$ cat src/rtl/cpu_cycle_sequencer_if.sv
// cpu_cycle_sequencer_if: bus between the memory interface / microcode groups and the cycle sequencer
interface cpu_cycle_sequencer_if;
   logic       i_Hold;
   logic       i_Fetch;
   logic [7:0] i_Data_Bus;
   logic [3:0] o_Cycle_Step;
   logic [7:0] o_Cycle_Count;
   logic [7:0] o_Opcode;
   logic [3:0] o_X;
   logic [7:0] o_Y;
   logic [7:0] o_Z;
   logic [3:0] o_P;
   logic [1:0] o_Q;
   logic       o_CB_Prefix;
   logic       o_Instr_Start;
   logic       o_Fault;
   modport slave (
      input  i_Hold, i_Fetch, i_Data_Bus,
      output o_Cycle_Step, o_Cycle_Count, o_Opcode, o_X, o_Y, o_Z, o_P, o_Q,
             o_CB_Prefix, o_Instr_Start, o_Fault
   );
   modport master (
      output i_Hold, i_Fetch, i_Data_Bus,
      input  o_Cycle_Step, o_Cycle_Count, o_Opcode, o_X, o_Y, o_Z, o_P, o_Q,
             o_CB_Prefix, o_Instr_Start, o_Fault
   );
endinterface

$ cat src/rtl/cpu_cycle_sequencer.sv
// cpu_cycle_sequencer: T-state/M-cycle timing, instruction register and one-hot opcode decode
module cpu_cycle_sequencer (
   input logic                  i_Clk,
   input logic                  i_Reset,
   cpu_cycle_sequencer_if.slave bus
);
   logic [3:0] r_step, w_step_nx;
   logic [7:0] r_count, w_count_nx;
   logic [7:0] r_opcode, w_opcode_nx;
   logic       r_cb, w_cb_nx;
   logic       r_start, w_start_nx;
   logic       r_fault, w_fault_nx;
   logic       w_load, w_adv;
   always_comb begin
      w_load      = r_step[3] & bus.i_Fetch & ~bus.i_Hold;
      w_adv       = r_step[3] & ~bus.i_Fetch & ~bus.i_Hold;
      w_step_nx   = bus.i_Hold ? r_step : {r_step[2:0], r_step[3]};
      w_count_nx  = w_load ? 8'h01 : (w_adv & ~r_count[7]) ? {r_count[6:0], 1'b0} : r_count;
      w_opcode_nx = w_load ? bus.i_Data_Bus : r_opcode;
      // a CB fetched as the second byte of a prefixed opcode must not re-arm the prefix
      w_cb_nx     = w_load ? (bus.i_Data_Bus == 8'hCB) & ~r_cb : r_cb;
      w_start_nx  = bus.i_Hold ? r_start : w_load;
      w_fault_nx  = r_fault | (w_adv & r_count[7]);
   end
   always_ff @(posedge i_Clk) begin
      if (i_Reset) begin
         r_step   <= 4'b0001;
         r_count  <= 8'h01;
         r_opcode <= 8'h00;
         r_cb     <= 1'b0;
         r_start  <= 1'b0;
         r_fault  <= 1'b0;
      end else begin
         r_step   <= w_step_nx;
         r_count  <= w_count_nx;
         r_opcode <= w_opcode_nx;
         r_cb     <= w_cb_nx;
         r_start  <= w_start_nx;
         r_fault  <= w_fault_nx;
      end
   end
   assign bus.o_Cycle_Step  = r_step;
   assign bus.o_Cycle_Count = r_count;
   assign bus.o_Opcode      = r_opcode;
   assign bus.o_X           = 4'(1) << r_opcode[7:6];
   assign bus.o_Y           = 8'(1) << r_opcode[5:3];
   assign bus.o_Z           = 8'(1) << r_opcode[2:0];
   assign bus.o_P           = 4'(1) << r_opcode[5:4];
   assign bus.o_Q           = 2'(1) << r_opcode[3];
   assign bus.o_CB_Prefix   = r_cb;
   assign bus.o_Instr_Start = r_start;
   assign bus.o_Fault       = r_fault;
endmodule
$ cat src/flat_wrapper.sv
// flat-port wrapper written by rule: the top's interface ports become plain ports
module cpu_cycle_sequencer_flat 
  (i_Clk, i_Reset, bus_i_Hold, bus_i_Fetch, bus_i_Data_Bus, bus_o_Cycle_Step, bus_o_Cycle_Count, bus_o_Opcode, bus_o_X, bus_o_Y, bus_o_Z, bus_o_P, bus_o_Q, bus_o_CB_Prefix, bus_o_Instr_Start, bus_o_Fault);
  cpu_cycle_sequencer_if bus_i ();
  input logic i_Clk;
  input logic i_Reset;
  input wire logic [$bits(bus_i.i_Hold)-1:0] bus_i_Hold;
  input wire logic [$bits(bus_i.i_Fetch)-1:0] bus_i_Fetch;
  input wire logic [$bits(bus_i.i_Data_Bus)-1:0] bus_i_Data_Bus;
  output wire logic [$bits(bus_i.o_Cycle_Step)-1:0] bus_o_Cycle_Step;
  output wire logic [$bits(bus_i.o_Cycle_Count)-1:0] bus_o_Cycle_Count;
  output wire logic [$bits(bus_i.o_Opcode)-1:0] bus_o_Opcode;
  output wire logic [$bits(bus_i.o_X)-1:0] bus_o_X;
  output wire logic [$bits(bus_i.o_Y)-1:0] bus_o_Y;
  output wire logic [$bits(bus_i.o_Z)-1:0] bus_o_Z;
  output wire logic [$bits(bus_i.o_P)-1:0] bus_o_P;
  output wire logic [$bits(bus_i.o_Q)-1:0] bus_o_Q;
  output wire logic [$bits(bus_i.o_CB_Prefix)-1:0] bus_o_CB_Prefix;
  output wire logic [$bits(bus_i.o_Instr_Start)-1:0] bus_o_Instr_Start;
  output wire logic [$bits(bus_i.o_Fault)-1:0] bus_o_Fault;
  assign bus_i.i_Hold = bus_i_Hold;
  assign bus_i.i_Fetch = bus_i_Fetch;
  assign bus_i.i_Data_Bus = bus_i_Data_Bus;
  assign bus_o_Cycle_Step = bus_i.o_Cycle_Step;
  assign bus_o_Cycle_Count = bus_i.o_Cycle_Count;
  assign bus_o_Opcode = bus_i.o_Opcode;
  assign bus_o_X = bus_i.o_X;
  assign bus_o_Y = bus_i.o_Y;
  assign bus_o_Z = bus_i.o_Z;
  assign bus_o_P = bus_i.o_P;
  assign bus_o_Q = bus_i.o_Q;
  assign bus_o_CB_Prefix = bus_i.o_CB_Prefix;
  assign bus_o_Instr_Start = bus_i.o_Instr_Start;
  assign bus_o_Fault = bus_i.o_Fault;
  cpu_cycle_sequencer u_core (.i_Clk(i_Clk), .i_Reset(i_Reset), .bus(bus_i));
endmodule
$ cat config.mk
export PLATFORM = sky130hd
export DESIGN_NAME = cpu_cycle_sequencer_flat
export DESIGN_NICKNAME = d
export VERILOG_FILES = /design/src/rtl/cpu_cycle_sequencer_if.sv /design/src/rtl/cpu_cycle_sequencer.sv /design/src/flat_wrapper.sv
export SDC_FILE = /design/constraint.sdc
export NUM_CORES = 1
export LEC_CHECK = 0
export CAP_MARGIN = 20
export CORE_MARGIN = 2
export CORE_UTILIZATION = 30
export CTS_CLUSTER_SIZE = 28
export DETAILED_ROUTE_END_ITERATION = 10
export GPL_TIMING_DRIVEN = 0
export PLACE_DENSITY = 0.71
export SKIP_CTS_REPAIR_TIMING = 1
export SYNTH_ARGS = -nofsm -noshare
export SYNTH_HDL_FRONTEND = slang
export SYNTH_SLANG_ARGS = --single-unit
$ cat constraint.sdc
create_clock -name i_Clk -period 1.21 [get_ports i_Clk]
set_input_delay 0.242 -clock i_Clk [delete_from_list [all_inputs] [get_ports i_Clk]]
set_output_delay 0.242 -clock i_Clk [all_outputs]
set_load 0.01 [all_outputs]
* Yosys cells after proc, flatten, opt, wreduce, memory -nomap -nowiden
Cells that the tools add are included.
Storage, ports and cells: register bits 23, input port bits 12, output and inout bits 49, logic and storage cells 25
Cells by class: equality and inequality tests 1, shift-type cells 5, bitwise gates (word level) 12, reductions and logical operators 1
Operators with widths (number):
- $shl A1 B3 Y8 const A | 2
- $eq A8 B8 Y1 const B | 1
- $shl A1 B2 Y4 const A | 2
- $and A1 B1 Y1 | 7
- $not A1 Y1 | 4
- $reduce_or A2 Y1 | 1
- $shl A1 B1 Y2 const A | 1
- $or A1 B1 Y1 | 1

* Depth between registers and ports, before layout
word-level depth 5, depth in mapped cells 5, mapped depth without buffers 3

* Least setup slack after synthesis
Ideal clock, no wire load.
kind register to register, start register u_core.r_step[3], in the netlist u_core.bus.o_Cycle_Step[3], end register u_core.r_count[1], in the netlist u_core.bus.o_Cycle_Count[1], setup time 0.128 ns, arrival time 1.215 ns, required time 1.082 ns, setup slack -0.133 ns, stages on the path, launching flop included 4, path buffers 0, period minus slack after synthesis 1.343 ns, cell sequence dfxtp_1 -> nor4b_4 -> mux2i_1 -> nor2_2
On the way: word-level cells in the longest chain between the ends 3, elaborated cells on any way between the ends 6, those cells by class bitwise: 5; reduce/logical: 1
RTL lines:
- start, declared | RTL line cpu_cycle_sequencer.sv:7 | logic [3:0] r_step, w_step_nx;
- start signal, assigned | RTL line cpu_cycle_sequencer.sv:34 | r_step <= w_step_nx;
- $and A1 B1 Y1, on equally long branches (2 in series) | RTL line cpu_cycle_sequencer.sv:16, cpu_cycle_sequencer.sv:15
- $and A1 B1 Y1 or $reduce_or A2 Y1 (tied branches)
- end signal, assigned | RTL line cpu_cycle_sequencer.sv:35 | r_count <= w_count_nx;
- end, declared | RTL line cpu_cycle_sequencer.sv:8 | logic [7:0] r_count, w_count_nx;
Parallel ways exist; a longest one is shown, timed or not. A chain may end at the register's enable or synchronous reset.

* Worst setup path after layout
start register u_core.r_opcode[5], in the netlist u_core.bus.o_Opcode[5], end output bus_o_Y[5]
On the way: word-level cells in the longest chain between the ends 1
RTL lines:
- start, declared | RTL line cpu_cycle_sequencer.sv:9 | logic [7:0] r_opcode, w_opcode_nx;
- start signal, assigned | RTL line cpu_cycle_sequencer.sv:36 | r_opcode <= w_opcode_nx;
- $shl A1 B3 Y8 | RTL line cpu_cycle_sequencer.sv:46 | assign bus.o_Y = 8'(1) << r_opcode[5:3];
- end, declared | RTL line flat_wrapper.sv:14 | output wire logic [$bits(bus_i.o_Y)-1:0] bus_o_Y;
Every way passes these cells.

==> summary.md <==
| Metric | Value |
|---|---|
| Status | finished with violations |
| Failing checks | setup timing |
| Min-Delay Path Depth | 4 |
| Ys flop type | dfxtp_1 |
| Largest net degree at the start of global routing | 14 |
| Final GP Congestion | 0.736 |
| Post-synth top cells | dfxtp_1 (23), nand2_1 (19), a21oi_1 (12) |
| Worst EP required | 970 ps |
| Sequential fraction of the synthesis area | 44.0% |
| Crit. End Element | output pin |
| Final Core Density | 61.8% |
| Chip width | 63.1 um |
| Diodes inserted | 0 |
| Number of flops mapped to enable cells by yosys | 0 |
| Met1 global-route usage | 15.9% |
| Max Freq | 0.698 GHz |
| Synth warn | 0 |
| Switching share of total power | 24.1% |
| Via count | 1,157 |
| Worst skew pair latency | 310 ps |
| Detailed-route wire length | 3440 um |
| Share of cells above drive strength 1 | 49.3% |
| R2r setup slk | -110 ps |
| Ys async rst share | 0% |
| Synth Net Count | 134 |
| Reg power frac | 60.4% |
| P_sw | 0.000303 W |
| Max Root-Sink Buffers | 2 |
| Synth Cell Area | 1050 sq um |
| P_leak | 1.18 nW |
| Drt via density | 4.65 |
| Global-route wire length before repair | 4310 um |
| Number of global-route vias before repair | 978 |
| Critical Path Fanout Max | 6 |
| Reg-to-reg endpoint | u_core.bus.o_CB_Prefix |
| Synth cell types | 26 |
| Clk_skew | 4.88 ps |
| Initial antenna violation count | 0 |
| Initial Utilization | 31.4% |
| Worst-Margin Slew | 249 ps |
| Top cells by area, synth | dfxtp_1 (44%), mux2i_1 (8.6%), nand2_1 (6.8%), a21oi_1 (5.7%), and2_1 (4.2%) |
| Final Cell Area | 2060 sq um |
| Worst Hold End | u_core.bus.o_Fault |
| Gate power share | 10.9% |
| Grt total ovfl | 0 |
| Hpwl dp | 2080 um |
| Leading area contributor after synthesis | dfxtp_1 |
| Final antenna-violating net count | 0 |
| Pint | 0.000954 W |
| Startpoint types | register |
| Final Hold Vio Count | 0 |
| Setup WS post-layout | -223 ps |
| GRT met3 Usage | 3.39% |
| WS Path Type | register to output pin |
| Die ar. | 3980 sq um |
| CTS clock-pin slew for the worst setup and hold paths | 130 ps |
| Worst r2r src | u_core.bus.o_Cycle_Step[3] |
| Clk sinks | 23 |
| Mapped Cells | 122 |
| Tot GR Track Use | 13.3% |
| RSZ-0062 raised after global routing | true |
| Nets | 216 |
| Total power | 0.00126 W |
| Core area | 3340 sq um |
| Clock power frac | 28.6% |
| H-tree depth | 1 |
| Area Overhead vs Synth | 97.0% |
| Power Dens Cells | 610 nW/um^2 |
| Wire per inst | 13.8 um |
| Final period util | 118% |
| Placed Area | 1710 sq um |
| Yosys reg bits | 23 |
| Die Y | 63.1 um |
| Slew Viols, Final | 0 |
| Worst VDD drop | 0.460 mV |
| Initial DRC count | 24 |
| GRT met2 Usage | 23.3% |
| Min-delay src | bus_i_Fetch |
| Max cap viols | 0 |
| TritonCTS clock tree | built |
| Port Buffers | 60 |
| DR pass1 iterations | 4 |
| Rows | 21 |
| WP data arrival | 1190 ps |
| Minimum clock period | 1430 ps |
| Headroom to the max-slew limit | 83.3% |
| Hold/Removal Path Class | primary input to register |
| Avg Inst Size Synth | 8.58 sq um |
| Number of fill cells in the layout | 293 |
| R2R cell count | 4 |
| Clock buffer count from CTS | 3 |
| DRC Markers | 0 |
| Final Setup Violations | 32 |
| Top-count cell post-synth | dfxtp_1 |
| I/O pin cnt | 61 |
| Synth top area share | 44.0% |
| Clock root buffer | clkbuf_4 |
| GR peak layer | met2 |
## placed cells by master (no fill, tap or decap), drive strengths merged
master	count
a21o	1
a21oi	12
a31oi	1
and2	7
and3	2
and3b	3
buf	50
clkbuf	8
clkdlybuf4s50	9
clkinv	1
dfxtp	23
dlymetal6s2s	22
inv	4
mux2i	9
nand2	19
nand2b	1
nand3b	1
nand4b	1
nand4bb	1
nor2	14
nor2b	4
nor3	3
nor3b	4
nor4b	1
o21ai	1
or4	1
## logic make-up after synthesis
kind of cell / count (synthesis) / synth area share (%)
buffers and inverters: 13 / 5.73
multiplexers: 9 / 8.60
AO/OA/AOI/OAI: 15 / 7.53
AND/OR/NAND/NOR: 62 / 34.2
flip-flops: 23 / 44.0
## cell type report
class / instances / area (sq um) / area share (%)
Multi-Input combinational cell: 86 / 613 / 29.7
Sequential cell: 23 / 495 / 24.0
Clock inverter: 1 / 5.00 / 0.243
Inverter: 4 / 20.0 / 0.970
Buffer: 8 / 71.3 / 3.46
Tap cell: 46 / 57.6 / 2.79
Clock buffer: 3 / 22.5 / 1.09
Timing Repair Buffer: 78 / 778 / 37.7
## metal layers
metal  wire length, um  vias to the layer above
met4                43                        0
met5                 0                        -
met2              1760                       47
li1                  -                      568
met3               215                        4
met1              1420                      538
## power by group through the flow
stage | combinational [W] | clock [W] | sequential, W
5_1_grt | 0.000148 | 0.000418 | 0.000762
3_5_place_dp | 0.000122 | 0 | 0.000791
6_report | 0.000137 | 0.000360 | 0.000760
2_1_floorplan | 0.0000421 | 0 | 0.000794
4_1_cts | 0.000123 | 0.000366 | 0.000775
3_3_place_gp | 0.000121 | 0 | 0.000791
## how the worst max path moves through the flow
| stage | from | endpoint | slack [ps] | depth (start not counted) |
|---|---|---|---|---|
| floorplan | u_core.bus.o_Cycle_Count[7] | u_core.bus.o_Cycle_Count[1] | -50 | 3 |
| global placement | bus_i_Hold | u_core.bus.o_Cycle_Count[5] | -600 | 5 |
| detailed placement | bus_i_Hold | u_core.bus.o_Cycle_Count[4] | -680 | 5 |
| CTS | u_core.bus.o_Opcode[0] | bus_o_Z[1] | -770 | 3 |
| global route | u_core.bus.o_Opcode[5] | bus_o_Y[5] | -300 | 3 |
| finish | u_core.bus.o_Opcode[5] | bus_o_Y[5] | -220 | 3 |
## critical path, stage by stage, from the launching register on
cell     delay, ps
dfxtp_4        430
nor2b_4        200
and2_1         140
buf_2          120
## flip-flops by register name, indices dropped and copies added, names as in the netlist
register / count
u_core.bus.o_CB_Prefix: 1
u_core.bus.o_Fault: 1
u_core.bus.o_Cycle_Step: 4
u_core.bus.o_Cycle_Count: 8
u_core.bus.o_Opcode: 8
u_core.bus.o_Instr_Start: 1
## stage by stage
stage	setup slack, ps	hold slack, ps	TNS (ps)	std cells
global placement	-596	448	-15620	228
CTS	-769	482	-25860	232
finish	-223	416	-3190	249
floorplan	-48.8	311	-293	122
detailed placement	-683	463	-17020	228
global route	-304	427	-5650	249
(Power assumes the default switching activity.)
